**src/rtl/bist_sequencer.sv**
```systemverilog
// bist_sequencer: runs N_SESSIONS back-to-back BIST sessions (INIT, RUN, FINISH),
// compares the MISR signature against a golden value at the end of every session
// and reports sticky pass/fail, the first failing session, abort and end status.
module bist_sequencer #(
    parameter int NCLOCK     = 650,
    parameter int N_SESSIONS = 4,
    parameter int SIG_W      = 16,
    parameter int CNT_W      = $clog2(NCLOCK + 1),
    parameter int IDX_W      = (N_SESSIONS > 1) ? $clog2(N_SESSIONS) : 1
) (
    input  logic             clk,
    input  logic             reset,
    input  logic             start,
    input  logic             abort,
    input  logic [CNT_W-1:0] cfg_ncycles,
    input  logic [SIG_W-1:0] sig_in,
    input  logic [SIG_W-1:0] golden_in,
    output logic [IDX_W-1:0] session_idx,
    output logic             init,
    output logic             running,
    output logic             toggle,
    output logic             finish,
    output logic             busy,
    output logic             bist_end,
    output logic             pass,
    output logic [IDX_W-1:0] fail_idx,
    output logic             aborted
);

    typedef enum logic [2:0] {
        ST_IDLE   = 3'd0,
        ST_INIT   = 3'd1,
        ST_RUN    = 3'd2,
        ST_FINISH = 3'd3,
        ST_DONE   = 3'd4
    } state_t;

    localparam logic [IDX_W-1:0] LAST_IDX = IDX_W'(N_SESSIONS - 1);
    localparam logic [CNT_W-1:0] DEF_LEN  = CNT_W'(NCLOCK);

    state_t           state_q, state_d;
    logic             start_q;
    logic [CNT_W-1:0] cnt_q, cnt_d;
    logic [CNT_W-1:0] len_q, len_d;
    logic [IDX_W-1:0] idx_q, idx_d;
    logic [IDX_W-1:0] fidx_q, fidx_d;
    logic             fail_q, fail_d;
    logic             abrt_q, abrt_d;

    logic             edge_s;
    logic             busy_s;
    logic             accept_s;

    assign edge_s   = start & ~start_q;
    assign busy_s   = (state_q == ST_INIT) || (state_q == ST_RUN) || (state_q == ST_FINISH);
    // A start edge coinciding with abort is dropped even when idle.
    assign accept_s = edge_s & ~abort & ((state_q == ST_IDLE) || (state_q == ST_DONE));

    // Start edge detector; resets high so a start held through reset is not an edge.
    always_ff @(posedge clk or posedge reset) begin
        if (reset) begin
            start_q <= 1'b1;
        end else begin
            start_q <= start;
        end
    end

    // State and datapath registers.
    always_ff @(posedge clk or posedge reset) begin
        if (reset) begin
            state_q <= ST_IDLE;
            cnt_q   <= {CNT_W{1'b0}};
            len_q   <= {CNT_W{1'b0}};
            idx_q   <= {IDX_W{1'b0}};
            fidx_q  <= {IDX_W{1'b0}};
            fail_q  <= 1'b0;
            abrt_q  <= 1'b0;
        end else begin
            state_q <= state_d;
            cnt_q   <= cnt_d;
            len_q   <= len_d;
            idx_q   <= idx_d;
            fidx_q  <= fidx_d;
            fail_q  <= fail_d;
            abrt_q  <= abrt_d;
        end
    end

    // Next-state and next-datapath logic; abort overrides every busy state.
    always_comb begin
        state_d = state_q;
        cnt_d   = cnt_q;
        len_d   = len_q;
        idx_d   = idx_q;
        fidx_d  = fidx_q;
        fail_d  = fail_q;
        abrt_d  = abrt_q;
        if (abort && busy_s) begin
            state_d = ST_IDLE;
            cnt_d   = {CNT_W{1'b0}};
            idx_d   = {IDX_W{1'b0}};
            abrt_d  = 1'b1;
        end else begin
            case (state_q)
                ST_IDLE, ST_DONE: begin
                    if (accept_s) begin
                        state_d = ST_INIT;
                        cnt_d   = {CNT_W{1'b0}};
                        idx_d   = {IDX_W{1'b0}};
                        fidx_d  = {IDX_W{1'b0}};
                        fail_d  = 1'b0;
                        abrt_d  = 1'b0;
                        len_d   = (cfg_ncycles == {CNT_W{1'b0}}) ? DEF_LEN : cfg_ncycles;
                    end else begin
                        state_d = state_q;
                    end
                end
                ST_INIT: begin
                    state_d = ST_RUN;
                    cnt_d   = {CNT_W{1'b0}};
                end
                ST_RUN: begin
                    if (cnt_q == (len_q - CNT_W'(1))) begin
                        state_d = ST_FINISH;
                        cnt_d   = {CNT_W{1'b0}};
                    end else begin
                        cnt_d   = cnt_q + CNT_W'(1);
                    end
                end
                ST_FINISH: begin
                    // Only the first mismatching session is recorded.
                    if ((sig_in != golden_in) && !fail_q) begin
                        fail_d = 1'b1;
                        fidx_d = idx_q;
                    end else begin
                        fail_d = fail_q;
                    end
                    if (idx_q == LAST_IDX) begin
                        state_d = ST_DONE;
                    end else begin
                        state_d = ST_INIT;
                        idx_d   = idx_q + IDX_W'(1);
                    end
                end
                default: begin
                    state_d = ST_IDLE;
                    cnt_d   = {CNT_W{1'b0}};
                    idx_d   = {IDX_W{1'b0}};
                end
            endcase
        end
    end

    // Moore outputs decoded from registered state; toggle follows counter parity.
    assign init        = (state_q == ST_INIT);
    assign running     = (state_q == ST_RUN);
    assign toggle      = (state_q == ST_RUN) & ~cnt_q[0];
    assign finish      = (state_q == ST_FINISH);
    assign busy        = busy_s;
    assign bist_end    = (state_q == ST_DONE);
    assign pass        = (state_q == ST_DONE) & ~fail_q;
    assign session_idx = idx_q;
    assign fail_idx    = fidx_q;
    assign aborted     = abrt_q;

endmodule
```
**config.mk**
```make
export PLATFORM = sky130hd
export DESIGN_NAME = bist_sequencer
export DESIGN_NICKNAME = d
export VERILOG_FILES = /design/src/rtl/bist_sequencer.sv
export SDC_FILE = /design/constraint.sdc
export NUM_CORES = 1
export LEC_CHECK = 0
export ABC_AREA = 1
export ABC_CLOCK_PERIOD_IN_PS = 4200
export CORE_MARGIN = 10
export CORE_UTILIZATION = 23
export DETAILED_ROUTE_END_ITERATION = 8
export PLACE_DENSITY = 0.43
export SLEW_MARGIN = 25
export SYNTH_ARGS = -nofsm -noshare
export SYNTH_HDL_FRONTEND = slang
export SYNTH_SLANG_ARGS = --single-unit
```
**constraint.sdc**
```tcl
create_clock -name clk -period 4.2 [get_ports clk]
set_clock_uncertainty 0.05 [all_clocks]
set_input_delay 0.63 -clock clk [delete_from_list [all_inputs] [get_ports clk]]
set_output_delay 0.63 -clock clk [all_outputs]
set_load 0.05 [all_outputs]
```
## Word level (Yosys, flattened, before mapping)

Cells that the tools add are included.

| cells by class | value |
|---|---|
| $add $sub $neg | 3 |
| $mul | 0 |
| divide/modulo/power cells | 0 |
| order comparisons | 0 |
| equality and inequality tests | 14 |
| shift operators | 0 |
| mux-type cells | 21 |
| bitwise logic cells | 10 |
| reductions and logical operators | 19 |

Operator list:

| kind | count |
|---|---|
| 10-bit two-way mux | 4 |
| 10-bit one-hot mux with 3 select lines | 1 |
| 16-bit inequality test | 1 |
| 3-bit two-way mux | 4 |
| 3-bit one-hot mux with 4 select lines | 1 |
| 10-bit by 1-bit adder with 10-bit output, second input constant | 1 |
| 10-bit == test | 1 |
| 10-bit logical NOT | 1 |
| 10-bit by 1-bit subtractor with 10-bit output, second input constant | 1 |
| 2-bit two-way mux | 4 |
| 3-bit by 2-bit == test with 1-bit output, second input constant | 2 |
| 2-bit by 1-bit inequality test with 1-bit output, second input constant | 3 |
| 3-bit inequality test, second input constant | 2 |
| 2-bit one-hot mux with 3 select lines | 1 |
| 2-bit AND reduction | 3 |
| 3-bit AND reduction | 2 |
| 2-bit nonzero test | 3 |
| 1-bit bitwise AND | 5 |
| 1-bit inverter | 5 |
| 1-bit two-way mux | 4 |
| 2-bit one-hot mux with 2 select lines | 1 |
| 4-bit AND reduction | 1 |
| 2-bit OR reduction | 2 |
| 3-bit by 1-bit == test with 1-bit output, second input constant | 1 |
| 10 further kinds | 13 |

| word-level totals | value |
|---|---|
| register bits | 30 |
| bits in latches | 0 |
| bits in writable memories | 0 |
| bits in read-only memories | 0 |
| input bits | 46 |
| output and inout bits | 12 |
| logic and storage cells | 75 |
| memories kept | 0 |

## Logic depth before layout (Yosys ltp)

| depth | value |
|---|---|
| depth in word-level cells | 7 |
| gate-level depth with buffers | 15 |
| gate-level depth less buffers | 15 |

## Worst setup path before layout

Ideal clock, no wire load.

| path | value |
|---|---|
| kind | reg2out |
| start | reg state_q[1] |
| end | out pass |
| arrival | 1.731 ns |
| required time | 3.520 ns |
| path slack | 1.789 ns |
| cell stages (with the launch flop) | 4 |
| buffers on the path | 0 |
| path through | dfrtp_1 > nor2_1 > inv_1 > nor3_1 |

| on the way | value |
|---|---|
| longest elaborated chain between the ends | 2 |

Ends and longest elaborated chain:

| what | line | text |
|---|---|---|
| start, declared | 41 | `state_t state_q, state_d;` |
| start signal, assigned | 79 | `state_q <= state_d;` |
| 3-bit == test | 161 | `assign pass = (state_q == ST_DONE) & ~fail_q;` |
| 1-bit bitwise AND | 161 |  |
| end, declared | 25 | `output logic pass,` |

Every way passes these cells.

## Worst setup path after layout

Ends and elaborated chain as after synthesis.

==> results.cfg <==
[pwr]
p_per_area_mw_per_mm2 = 457
post-layout-total-power_uw = 1300
reported_leakage_power_uw = 0.00128
ir_worst_vdd_uv = 270

[global_route]
grt_start_max_net_pins = 31
antenna_found_initial = 0
vias_in_the_first_global_route = 1949
global_route_wire_length_before_repair_um = 9770
overflow = 0
grtUsageTotal_pct = 9.09

[placed_design]
hpwl_um = 4760
dpl-instance-area_mm2 = 0.00276
placedCellCount = 445
globalplace.congestion = 0.779
port-buffer-count = 57

[synthesis]
synth_warnings = 0
post_synth_main_area_contributors = dfrtp_1 35%, nand2_1 13%, xor2_1 7.2%
synthDistinctLibCells = 32
synthMostInstantiatedCell = nand2_1
synth_top_cell_area_share_pct = 35.0
synth_async_sr_flop_share_pct = 100
synthesis.instances = 283
number_of_enable_flip_flop_cells_after_synthesis = 0
synth.largest_area_cell = dfrtp_1
syn-cell-area_mm2 = 0.00207
synth-seq-cells = 30
netlist_top_cells_count = 73 x nand2_1, 33 x nor2_1, 29 x dfrtp_1, 29 x inv_1
synth_flop_cell = dfrtp_1
synth_nets = 332
postSynthAreaPerCell_um2 = 7.32
synth_sequential_area_ratio_pct = 36.3

[layout]
antenna-diode-count = 0
finish.net_count = 393
final-instance-count-excl-fill = 453
final_design_area_no_fill_mm2 = 0.00284
fraction_of_layout_instances_using_a_drive_strength_above_1_pct = 10.4
area_delta_synth_final_pct = 37.3
n_fill_cell = 961

[worst_setup_path]
critical-path-top-delay-family = buffers and inverters
critPathArrivalTime_ns = 2.05
cp_max_fo = 4
crit_buf_inv = 2
critical_path.cell_chain = nor2_1 -> inv_1 -> nor3_1 -> clkdlybuf4s50_1
slowest_stage = clkdlybuf4s50_1
cp.required_ns = 3.52
worst-setup-path-type = register to output port
start_kind = register
max_stage_delay_ns = 0.84
critical_path_endpoint_category = output port

[drt]
num_vias = 1915
dr.first_iter.drc_count = 45
detail_route.wl_per_cell_um = 12.7
drt-pass1-iter-count = 4
drcViolationCount = 0
antenna_left = 0
route.final.wire_length_um = 5750
detail_route.vias_per_cell = 4.23

[clocking]
cts.sinks = 30
clock_tree.htree_level_count = 2
clockRootBuffer = clkbuf_8
numCtsBuffers = 5
postCtsResizedCells = 0
worstSkewPairLatency_ns = 0.28
clock_tree_from_tritoncts = done
cts_setup_buffers = 0
cts-root-to-sink-buffers = 2
cts.clk_slew.worst_paths_ns = 0.07
ctsHoldBuffers = 0

[floorplanning]
fp-row-count = 34
chipWidth_um = 115
floorplan.die_area_mm2 = 0.0132
core_area_mm2 = 0.00876
num_io_pins = 58
floorplan.initialDensity_pct = 23.6
die_height_um = 115

[timing]
hold-worst-slack_ns = 0.432
grt_setup_unrepaired = false
timing.final.setup_violations = 0
report.final.slew_viol_count = 0
worstMarginPinSlew_ns = 0.706
relSlewSlack_pct = 52.8
finalCritPeriodShare_pct = 64.9
max_freq_mhz = 367
layout_min_cycle_time_ns = 2.73
setup_tns_ns = 0
timing_hold_violations_final = 0

[run_status]
status = finished, final reports clean

[run]
timing.max_cap.violations = 0

[hold_path]
hp-class = register to register
## cell type report
cell class                 instances  area (um^2)  share of cell area [%]
clock buffer                       8         80.1                    2.82
tap                              108          135                    4.75
multi-input combinational        215         1170                    41.2
sequential                        30          752                    26.5
timing repair buffer              58          578                    20.3
inverter                          34          128                    4.49
## sequential cells by signal, indices dropped and copies added (netlist names)
| signal | cells |
|---|---|
| aborted | 1 |
| cnt_q | 10 |
| fail_idx | 2 |
| fail_q | 1 |
| len_q | 10 |
| session_idx | 2 |
| start_q | 1 |
| state_q | 3 |
## layout by cell type, fill, tap and decap left out, types with 5 or more instances in the layout
master and instances:
dfrtp_1 29, clkdlybuf4s50_1 57, nand3_1 17, nor2_1 33, a21oi_1 12, inv_1 29
nor3_1 5, xnor2_1 8, xor2_1 17, clkbuf_8 5, o21ai_0 8, nand2_1 73
nor2_2 10
## power by group
| group | internal [uW] | switching (uW) | total (uW) |
|---|---|---|---|
| clock network | 118 | 109 | 227 |
| logic | 237 | 391 | 628 |
| registers | 360 | 84.0 | 444 |
## final timing paths
kind | start | to | slack (ns) | depth (start not counted)
max in group asynchronous | reset | start_q | 3.07 | 3
worst min register to register | state_q[2] | state_q[2] | 0.43 | 2
worst max-delay path | state_q[1] | pass | 1.47 | 4
min in group asynchronous | reset | fail_idx[1] | 0.71 | 3
worst max register to register | len_q[0] | state_q[2] | 2.25 | 15
worst min-delay path | state_q[2] | state_q[2] | 0.43 | 2
## tightest hold or removal path, delay by kind of cell, from the launching register on
kind	cells	cell delay (ns)
AND/OR/NAND/NOR	2	0.10
flip-flops	1	0.36
## logic make-up (layout without fill, tap and decap cells)
group | after synthesis | count (layout) | synth area share [%]
AO/OA/AOI/OAI | 26 | 26 | 6.71
AND/OR/NAND/NOR | 158 | 158 | 35.8
buffers and inverters | 38 | 100 | 7.19
adder cells (fa/ha/maj) | 3 | 3 | 1.81
flip-flops | 30 | 30 | 36.3
XOR/XNOR | 25 | 25 | 10.6
multiplexers | 3 | 3 | 1.63
## layer usage
metal / part of all wire, % / global-route usage [%]
met1: 45 / 10.8
met3: 3.3 / 2.50
met4: 0.54 / 2.72
met2: 51 / 15.5
met5: 0 / 0
## metrics by stage
step | util [%] | setup slack (ns)
floorplan | - | 1.79
global placement | 31.5 | 1.76
detailed placement | 31.5 | 1.69
CTS | 32.4 | 1.45
global route | 32.4 | 1.34
finish | 32.4 | 1.47
Power figures use the tool's default switching activity.
